==> src/rtl/cook_timer_if.sv <==
// ============================================================================
// Module      : cook_timer_if
// Description : Control/status bundle between the cook timer sequencer and
//               its surroundings (buttons, door switch, BCD counter chain).
// Revision    : 1.0 - initial release
// ============================================================================
`default_nettype none

interface cook_timer_if;
    logic       load_req;
    logic       startn;
    logic       stopn;
    logic       door_closed;
    logic       timer_zero;
    logic       loadn;
    logic       cnt_clearn;
    logic       en;
    logic       mag_on;
    logic       done;
    logic [1:0] state;

    modport master (
        output load_req, startn, stopn, door_closed, timer_zero,
        input  loadn, cnt_clearn, en, mag_on, done, state
    );

    modport slave (
        input  load_req, startn, stopn, door_closed, timer_zero,
        output loadn, cnt_clearn, en, mag_on, done, state
    );
endinterface

`default_nettype wire

==> src/rtl/cook_timer_control.sv <==
// ============================================================================
// Module      : cook_timer_control
// Description : Start/pause/stop/done sequencer for the countdown timer; owns
//               the tick prescaler and the counter chain load/clear/enable.
// Revision    : 1.0 - initial release
// ============================================================================
`default_nettype none

module cook_timer_control #(
    parameter int TICK_DIV  = 10,
    parameter int DONE_HOLD = 20
) (
    input  wire logic    clock,
    input  wire logic    clearn,
    cook_timer_if.slave  bus
);

    localparam logic [1:0] c_ST_IDLE  = 2'd0;
    localparam logic [1:0] c_ST_COOK  = 2'd1;
    localparam logic [1:0] c_ST_PAUSE = 2'd2;
    localparam logic [1:0] c_ST_DONE  = 2'd3;

    localparam int c_PRESC_W = $clog2(TICK_DIV);
    localparam int c_HOLD_W  = (DONE_HOLD > 1) ? $clog2(DONE_HOLD) : 1;
    localparam logic [c_PRESC_W-1:0] c_PRESC_MAX = c_PRESC_W'(TICK_DIV - 1);
    localparam logic [c_HOLD_W-1:0]  c_HOLD_MAX  = c_HOLD_W'(DONE_HOLD - 1);

    logic [1:0]           r_state;
    logic [1:0]           w_state_nxt;
    logic [c_PRESC_W-1:0] r_presc;
    logic [c_HOLD_W-1:0]  r_hold;
    logic                 r_startn_q;
    logic                 r_stopn_q;
    logic                 r_loadn;
    logic                 r_cnt_clearn;

    logic                 w_start_ev;
    logic                 w_stop_ev;
    logic                 w_mag_on;
    logic                 w_done;
    logic                 w_en;
    logic                 w_load_req;
    logic                 w_clr_req;

    assign w_start_ev = ~bus.startn & r_startn_q;
    assign w_stop_ev  = ~bus.stopn  & r_stopn_q;

    always_ff @(posedge clock or negedge clearn) begin
        if (!clearn) begin
            r_state <= c_ST_IDLE;
        end else begin
            r_state <= w_state_nxt;
        end
    end

    always_comb begin
        w_state_nxt = r_state;
        case (r_state)
            c_ST_IDLE: begin
                // A stop in the same cycle as a start keeps the block idle.
                if (!w_stop_ev && w_start_ev && bus.door_closed && !bus.timer_zero)
                    w_state_nxt = c_ST_COOK;
            end
            c_ST_COOK: begin
                if (bus.timer_zero)
                    w_state_nxt = c_ST_DONE;
                else if (!bus.door_closed || w_stop_ev)
                    w_state_nxt = c_ST_PAUSE;
            end
            c_ST_PAUSE: begin
                if (w_stop_ev)
                    w_state_nxt = c_ST_IDLE;
                else if (w_start_ev && bus.door_closed)
                    w_state_nxt = c_ST_COOK;
            end
            c_ST_DONE: begin
                if (w_stop_ev || (r_hold == c_HOLD_MAX))
                    w_state_nxt = c_ST_IDLE;
            end
            default: w_state_nxt = c_ST_IDLE;
        endcase
    end

    always_comb begin
        w_mag_on   = (r_state == c_ST_COOK);
        w_done     = (r_state == c_ST_DONE);
        // Masked at zero so the counter chain never underflows to 9.
        w_en       = w_mag_on && (r_presc == c_PRESC_MAX) && !bus.timer_zero;
        w_clr_req  = w_stop_ev && ((r_state == c_ST_IDLE) || (r_state == c_ST_PAUSE));
        // Gating on r_loadn keeps a held load_req from stretching the pulse.
        w_load_req = bus.load_req && (r_state == c_ST_IDLE) && r_loadn && !w_clr_req;
    end

    always_ff @(posedge clock or negedge clearn) begin
        if (!clearn) begin
            r_presc      <= '0;
            r_hold       <= '0;
            r_startn_q   <= 1'b1;
            r_stopn_q    <= 1'b1;
            r_loadn      <= 1'b1;
            r_cnt_clearn <= 1'b1;
        end else begin
            r_startn_q   <= bus.startn;
            r_stopn_q    <= bus.stopn;
            r_loadn      <= ~w_load_req;
            r_cnt_clearn <= ~w_clr_req;

            if ((r_state == c_ST_IDLE) && (w_state_nxt == c_ST_COOK))
                r_presc <= '0;
            else if (r_state == c_ST_COOK)
                r_presc <= (r_presc == c_PRESC_MAX) ? '0 : r_presc + 1'b1;

            if ((r_state == c_ST_DONE) && (w_state_nxt == c_ST_DONE))
                r_hold <= r_hold + 1'b1;
            else
                r_hold <= '0;
        end
    end

    assign bus.state      = r_state;
    assign bus.mag_on     = w_mag_on;
    assign bus.done       = w_done;
    assign bus.en         = w_en;
    assign bus.loadn      = r_loadn;
    assign bus.cnt_clearn = r_cnt_clearn;

endmodule

`default_nettype wire

==> src/flat_wrapper.sv <==
// flat-port wrapper written by rule: the top's interface ports become plain ports
module cook_timer_control_flat 
#(
    parameter int TICK_DIV  = 10,
    parameter int DONE_HOLD = 20
)
  (clock, clearn, bus_load_req, bus_startn, bus_stopn, bus_door_closed, bus_timer_zero, bus_loadn, bus_cnt_clearn, bus_en, bus_mag_on, bus_done, bus_state);
  cook_timer_if bus_i ();
  input  wire logic clock;
  input  wire logic clearn;
  input wire logic [$bits(bus_i.load_req)-1:0] bus_load_req;
  input wire logic [$bits(bus_i.startn)-1:0] bus_startn;
  input wire logic [$bits(bus_i.stopn)-1:0] bus_stopn;
  input wire logic [$bits(bus_i.door_closed)-1:0] bus_door_closed;
  input wire logic [$bits(bus_i.timer_zero)-1:0] bus_timer_zero;
  output wire logic [$bits(bus_i.loadn)-1:0] bus_loadn;
  output wire logic [$bits(bus_i.cnt_clearn)-1:0] bus_cnt_clearn;
  output wire logic [$bits(bus_i.en)-1:0] bus_en;
  output wire logic [$bits(bus_i.mag_on)-1:0] bus_mag_on;
  output wire logic [$bits(bus_i.done)-1:0] bus_done;
  output wire logic [$bits(bus_i.state)-1:0] bus_state;
  assign bus_i.load_req = bus_load_req;
  assign bus_i.startn = bus_startn;
  assign bus_i.stopn = bus_stopn;
  assign bus_i.door_closed = bus_door_closed;
  assign bus_i.timer_zero = bus_timer_zero;
  assign bus_loadn = bus_i.loadn;
  assign bus_cnt_clearn = bus_i.cnt_clearn;
  assign bus_en = bus_i.en;
  assign bus_mag_on = bus_i.mag_on;
  assign bus_done = bus_i.done;
  assign bus_state = bus_i.state;
  cook_timer_control #(.TICK_DIV(TICK_DIV), .DONE_HOLD(DONE_HOLD)) u_core (.clock(clock), .clearn(clearn), .bus(bus_i));
endmodule
==> config.mk <==
export PLATFORM = sky130hd
export DESIGN_NAME = cook_timer_control_flat
export DESIGN_NICKNAME = d
export VERILOG_FILES = /design/src/rtl/cook_timer_if.sv /design/src/rtl/cook_timer_control.sv /design/src/flat_wrapper.sv
export SDC_FILE = /design/constraint.sdc
export NUM_CORES = 1
export LEC_CHECK = 0
export ABC_AREA = 1
export CAP_MARGIN = 20
export CORE_AREA = 2 2 52 44
export CTS_CLUSTER_DIAMETER = 50
export DETAILED_ROUTE_END_ITERATION = 8
export DIE_AREA = 0 0 54 46
export GPL_TIMING_DRIVEN = 0
export PLACE_DENSITY = 0.65
export SLEW_MARGIN = 20
export SYNTH_ARGS = -nofsm -noshare
export SYNTH_HDL_FRONTEND = slang
export SYNTH_SLANG_ARGS = --single-unit
==> constraint.sdc <==
create_clock -name clock -period 1.2 [get_ports clock]
set_input_delay 0.24 -clock clock [delete_from_list [all_inputs] [get_ports clock]]
set_output_delay 0.24 -clock clock [all_outputs]
set_load 0.05 [all_outputs]
# After elaboration in Yosys (flattened, before gate mapping)
# Cells that the tools add are included.
classes:
  add_sub_neg: 2
  eq_ne: 7
  muxes: 11
  bitwise: 6
  reduce_logical: 21
ops:
  columns: ["cell", "count"]
  rows:
  - ["$logic_and 1x1->1", 12]
  - ["$mux 2", 6]
  - ["$mux 4", 3]
  - ["$pmux 2 s4", 1]
  - ["$eq 2x2->1 const B", 3]
  - ["$add 5x1->5 const B", 1]
  - ["$eq 5x5->1 const B", 1]
  - ["$mux 5", 1]
  - ["$add 4x1->4 const B", 1]
  - ["$eq 2x1->1 const B", 2]
  - ["$eq 4x4->1 const B", 1]
  - ["$logic_not 1->1", 4]
  - ["$not 1->1", 4]
  - ["$logic_or 1x1->1", 3]
  - ["$and 1x1->1", 2]
  - ["$logic_not 2->1", 1]
  - ["$reduce_bool 2->1", 1]
totals:
  ff_bits: 15
  input_bits: 7
  out_inout_bits: 7
  elab_cells: 54

# Logic depth before layout (Yosys ltp)
logic_depth:
  depth_word: 11
  ltp_mapped: 7
  depth_no_buf: 7

# Worst setup path after synthesis
# OpenSTA, ideal clock, no wires.
synth_timing:
  path_type: "register to output"
  start: "register u_core.r_state[0] (netlist: u_core.bus.state[0])"
  end: "output port bus_en"
  arrival_time_ns: 2.603
  slack_ns: -1.643
  stages_incl_launch_ff: 5
  n_path_buf: 0
  path_cell_list: "dfrtp_1 inv_1 nor2_2 inv_2 nor3_1"
synth_between:
  elab_chain_len: 3
synth_rtl:
  columns: ["element", "line", "rtl"]
  rows:
  - ["start: declaration", "cook_timer_control.sv:28", "logic [1:0] r_state;"]
  - ["start signal: assignment", "cook_timer_control.sv:50", "r_state <= c_ST_IDLE;"]
  - ["start signal: assignment", "cook_timer_control.sv:52", "r_state <= w_state_nxt;"]
  - ["$eq 2x1->1", "cook_timer_control.sv:85", "w_mag_on = (r_state == c_ST_COOK);"]
  - ["net bus_mag_on", "flat_wrapper.sv:19", "output wire logic [$bits(bus_i.mag_on)-1:0] bus_mag_on;"]
  - ["$logic_and 1x1->1 (2 in a row)", "cook_timer_control.sv:88", "w_en = w_mag_on && (r_presc == c_PRESC_MAX) && !bus.timer_zero;"]
  - ["end: declaration", "flat_wrapper.sv:18", "output wire logic [$bits(bus_i.en)-1:0] bus_en;"]
# The timed path passes the listed nets, and every way through them passes these cells.

# Worst setup path after layout
layout_timing:
  start: "register u_core.r_state[1] (netlist: u_core.bus.state[1])"
  end: "output port bus_en"
layout_between:
  elab_chain_len: 3
layout_rtl:
  columns: ["element", "line"]
  rows:
  - ["$eq 2x1->1", "cook_timer_control.sv:85"]
  - ["$logic_and 1x1->1 (2 in a row)", "cook_timer_control.sv:88"]
# Every way passes these cells.

==> results_tabular.tex <==
\begin{tabular}{lr}
\hline
Metric & Value \\
\hline
\multicolumn{2}{l}{\textbf{Timing}} \\
Final cycle utilization of the critical path & 1.299 \\
Transition at the pin with the smallest max-transition slack & between 600 and 700 ps \\
Setup repair after global routing missed its margin & yes \\
Worst hold margin & 151.2 ps \\
Final period demand of the worst path & 1559 ps \\
Number of hold violations in the final report & 0 \\
Final worst clock skew & 5.482 ps \\
Number of failing setup endpoints in the final timing report & 13 \\
Final max-slew violation count & 0 \\
Fmax & between 600 and 700 MHz \\
Worst-case setup margin in the final layout & -359.1 ps \\
Remaining max-slew budget at the tightest pin & 0.5516 \\
\multicolumn{2}{l}{\textbf{Global routing}} \\
Global routing usage summed across all routing layers & 0.1473 \\
Number of global-route vias before repair & 572 \\
Grt total ovfl & 0 \\
Wire length of the first global-routing pass & 2.504 mm \\
Antenna violations before repair & 0 \\
Largest net degree at the start of global routing & 16 \\
\multicolumn{2}{l}{\textbf{Detailed routing}} \\
First DRT Iteration DRCs & 9 \\
Total Wirelength & 1.691 mm \\
Routed length per instance & 11.50 µm \\
Remaining number of nets flagged by the antenna check after routing & 0 \\
Via density per instance & 4.653 \\
Overall via count from detail\_route & 684 \\
DR DRC count & 0 \\
Number of detailed-route iterations in the first pass & 3 \\
\multicolumn{2}{l}{\textbf{Final layout}} \\
Fill cells & $\sim$180 \\
Commonest non-fill, non-tap cell in the layout & nand2\_1 \\
Layout Nets & 133 \\
Area growth syn-to-layout & 59.57\% \\
Share of cells above drive strength 1 & 0.4426 \\
Highest-count cells in the layout ignoring fill and taps & nand2\_1, inv\_1, nand3\_1, buf\_4, dfrtp\_1 \\
\# diodes & 0 \\
Finished Core Util & 0.5920 \\
\multicolumn{2}{l}{\textbf{Synth}} \\
Distinct cell type count after synthesis & 19 \\
Count of state elements after synthesis & 15 \\
Portion of the post-synthesis area used by sequential elements & 0.5058 \\
Mapped Avg Cell Area & 8.355 µm² \\
Mapped cell area & 752.0 µm² \\
Synth Net Count & 100 \\
Synth warn & 0 \\
Syn Inst Count & 90 \\
\multicolumn{2}{l}{\textbf{Setup path}} \\
Register-to-Register Path Depth & 6 \\
Crit path max fanout & 6 \\
Worst Setup Start Kind & register \\
Critical path type & register to primary output \\
Worst reg2reg path endpoint & u\_core.r\_presc[1] \\
Signal arrival time at the worst endpoint & about 1300 ps \\
Reg-to-reg slack, setup & -130 ps \\
Worst setup EP type & primary output \\
Worst reg2reg path startpoint & u\_core.bus.state[1] \\
Startpoint of the most critical setup path & u\_core.bus.state[1] \\
CP endpoint & bus\_en \\
Required time of the critical path & 960 ps \\
\multicolumn{2}{l}{\textbf{Placement}} \\
Placement Setup Slack & -821.9 ps \\
Final HPWL from detailed placement & roughly 1.1 mm \\
PortBufs & 13 \\
Routability-driven placement congestion ratio & between 0.8 and 0.9 \\
\multicolumn{2}{l}{\textbf{Power}} \\
Maximum VDD drop & 1.197 mV \\
Total power consumption of the routed design & 2.692 mW \\
Standby leakage power & a little under 0.6 nW \\
Power density over the cells & 2244 mW/mm² \\
\multicolumn{2}{l}{\textbf{Status}} \\
Status & finished with violations \\
Failing checks & negative setup slack \\
\multicolumn{2}{l}{\textbf{Run}} \\
Max-capacitance violation count & 0 \\
\multicolumn{2}{l}{\textbf{Clock tree}} \\
Inserted Clock Buffers & 3 \\
Maximum root-to-sink buffer count & 2 \\
Clock-pin slew on the worst setup and hold paths & 80 ps \\
TritonCTS clock tree & yes \\
CTS H-Tree Depth & 1 \\
Post-CTS Hold Fix Bufs & 0 \\
Clk sinks & 15 \\
Root Buffer & clkbuf\_4 \\
Skew-Pair Late Insertion Delay & 280 ps \\
\multicolumn{2}{l}{\textbf{Floorplan}} \\
Io pins & 14 \\
Die Area & 0.002484 mm² \\
Core region area & between 0.002 and 0.0025 mm² \\
Starting Density & 0.3710 \\
Number of placement rows & 15 \\
Die width & between 50 and 60 µm \\
Die Height & 46 µm \\
\multicolumn{2}{l}{\textbf{Hold path}} \\
Cell depth of the worst hold path & 1 \\
Worst Hold Class & input pin to register \\
\hline
\end{tabular}
-- report_power, final --
group	total [mW]	switching, mW	internal [mW]
sequential	0.758	0.111	0.647
combinational	1.65	0.892	0.757
clock	0.285	0.156	0.129
total	2.69	1.16	1.53
-- cell usage after synthesis --
master	n	area [µm²]
nor2_4	1	11.26
nor2_2	1	6.260
o21ai_0	3	15.01
inv_1	14	52.55
dfstp_2	4	105.1
nand3b_1	1	7.510
a31oi_1	1	6.260
nor2_1	14	52.55
nand3_1	10	50.05
dfrtp_1	11	275.3
nand2_1	16	60.06
ha_1	3	37.54
a21oi_1	2	10.01
xor2_1	3	26.28
nand4_1	2	12.51
xnor2_1	1	8.760
inv_2	1	3.750
nand2_2	1	6.260
nor3_1	1	5.000
-- through the flow --
| step | instances | instance area (µm²) | TNS, ps |
|---|---|---|---|
| after floorplan | 90 | 777.0 | -1263 |
| after global placement | 128 | 938.4 | -4955 |
| after detailed placement | 128 | 938.4 | -5097 |
| after CTS | 138 | 1028 | -885.6 |
| after global routing | 147 | 1200 | -2275 |
| final | 147 | 1200 | -1382 |
-- per-layer routing --
| metal | vias up | track usage | wire, µm |
|---|---|---|---|
| met2 | 15 | 0.2073 | 824 |
| met5 | - | 0 | 0 |
| met4 | 0 | 0.07500 | 19 |
| met1 | 318 | 0.1918 | 781 |
| li1 | 349 | - | - |
| met3 | 2 | 0.06250 | 65 |
-- how the worst min path moves through the flow --
stage	end	from
2_1_floorplan	u_core.bus.state[0]	clearn
3_3_place_gp	u_core.r_hold[0]	u_core.r_hold[0]
3_5_place_dp	u_core.r_hold[0]	u_core.r_hold[0]
4_1_cts	u_core.r_hold[4]	clearn
5_1_grt	u_core.r_stopn_q	bus_stopn
6_report	u_core.r_stopn_q	bus_stopn
-- critical path: stages, from the launching register on --
cell and delay (ps):
dfrtp_2 450, nor2_4 160, inv_4 70, nor3_4 180
buf_6 180
-- flip-flops by register name (all words and copies together), names as in the netlist --
register / count
u_core.r_presc: 4
u_core.bus.cnt_clearn: 1
u_core.bus.state: 2
u_core.r_startn_q: 1
u_core.r_hold: 5
u_core.bus.loadn: 1
u_core.r_stopn_q: 1
-- cells by family (layout without fill, tap and decap cells) --
group	Yosys count	after routing	share of synthesized area
compound gates	6	6	0.04160
xor+xnor	4	4	0.04660
fa+ha+maj	3	3	0.04992
buf+inv	15	47	0.07487
flops	15	15	0.5058
simple gates	47	47	0.2812
-- timing repair --
action | 4_1_cts | 5_1_grt
resized for setup | 52 | 32
setup endpoints to repair | 12 | 17
setup buffers | 6 | 9
pin swaps | 1 | 12
-- cell type report --
type | instances | area, µm² | area share
Timing Repair Buffer | 28 | 295.3 | 0.2461
Tap cell | 25 | 31.28 | 0.02607
Inverter | 15 | 62.56 | 0.05214
Multi-Input combinational cell | 60 | 401.6 | 0.3347
Sequential cell | 15 | 382.9 | 0.3191
Clock buffer | 4 | 26.28 | 0.02190
Power figures use the tool's default switching activity.
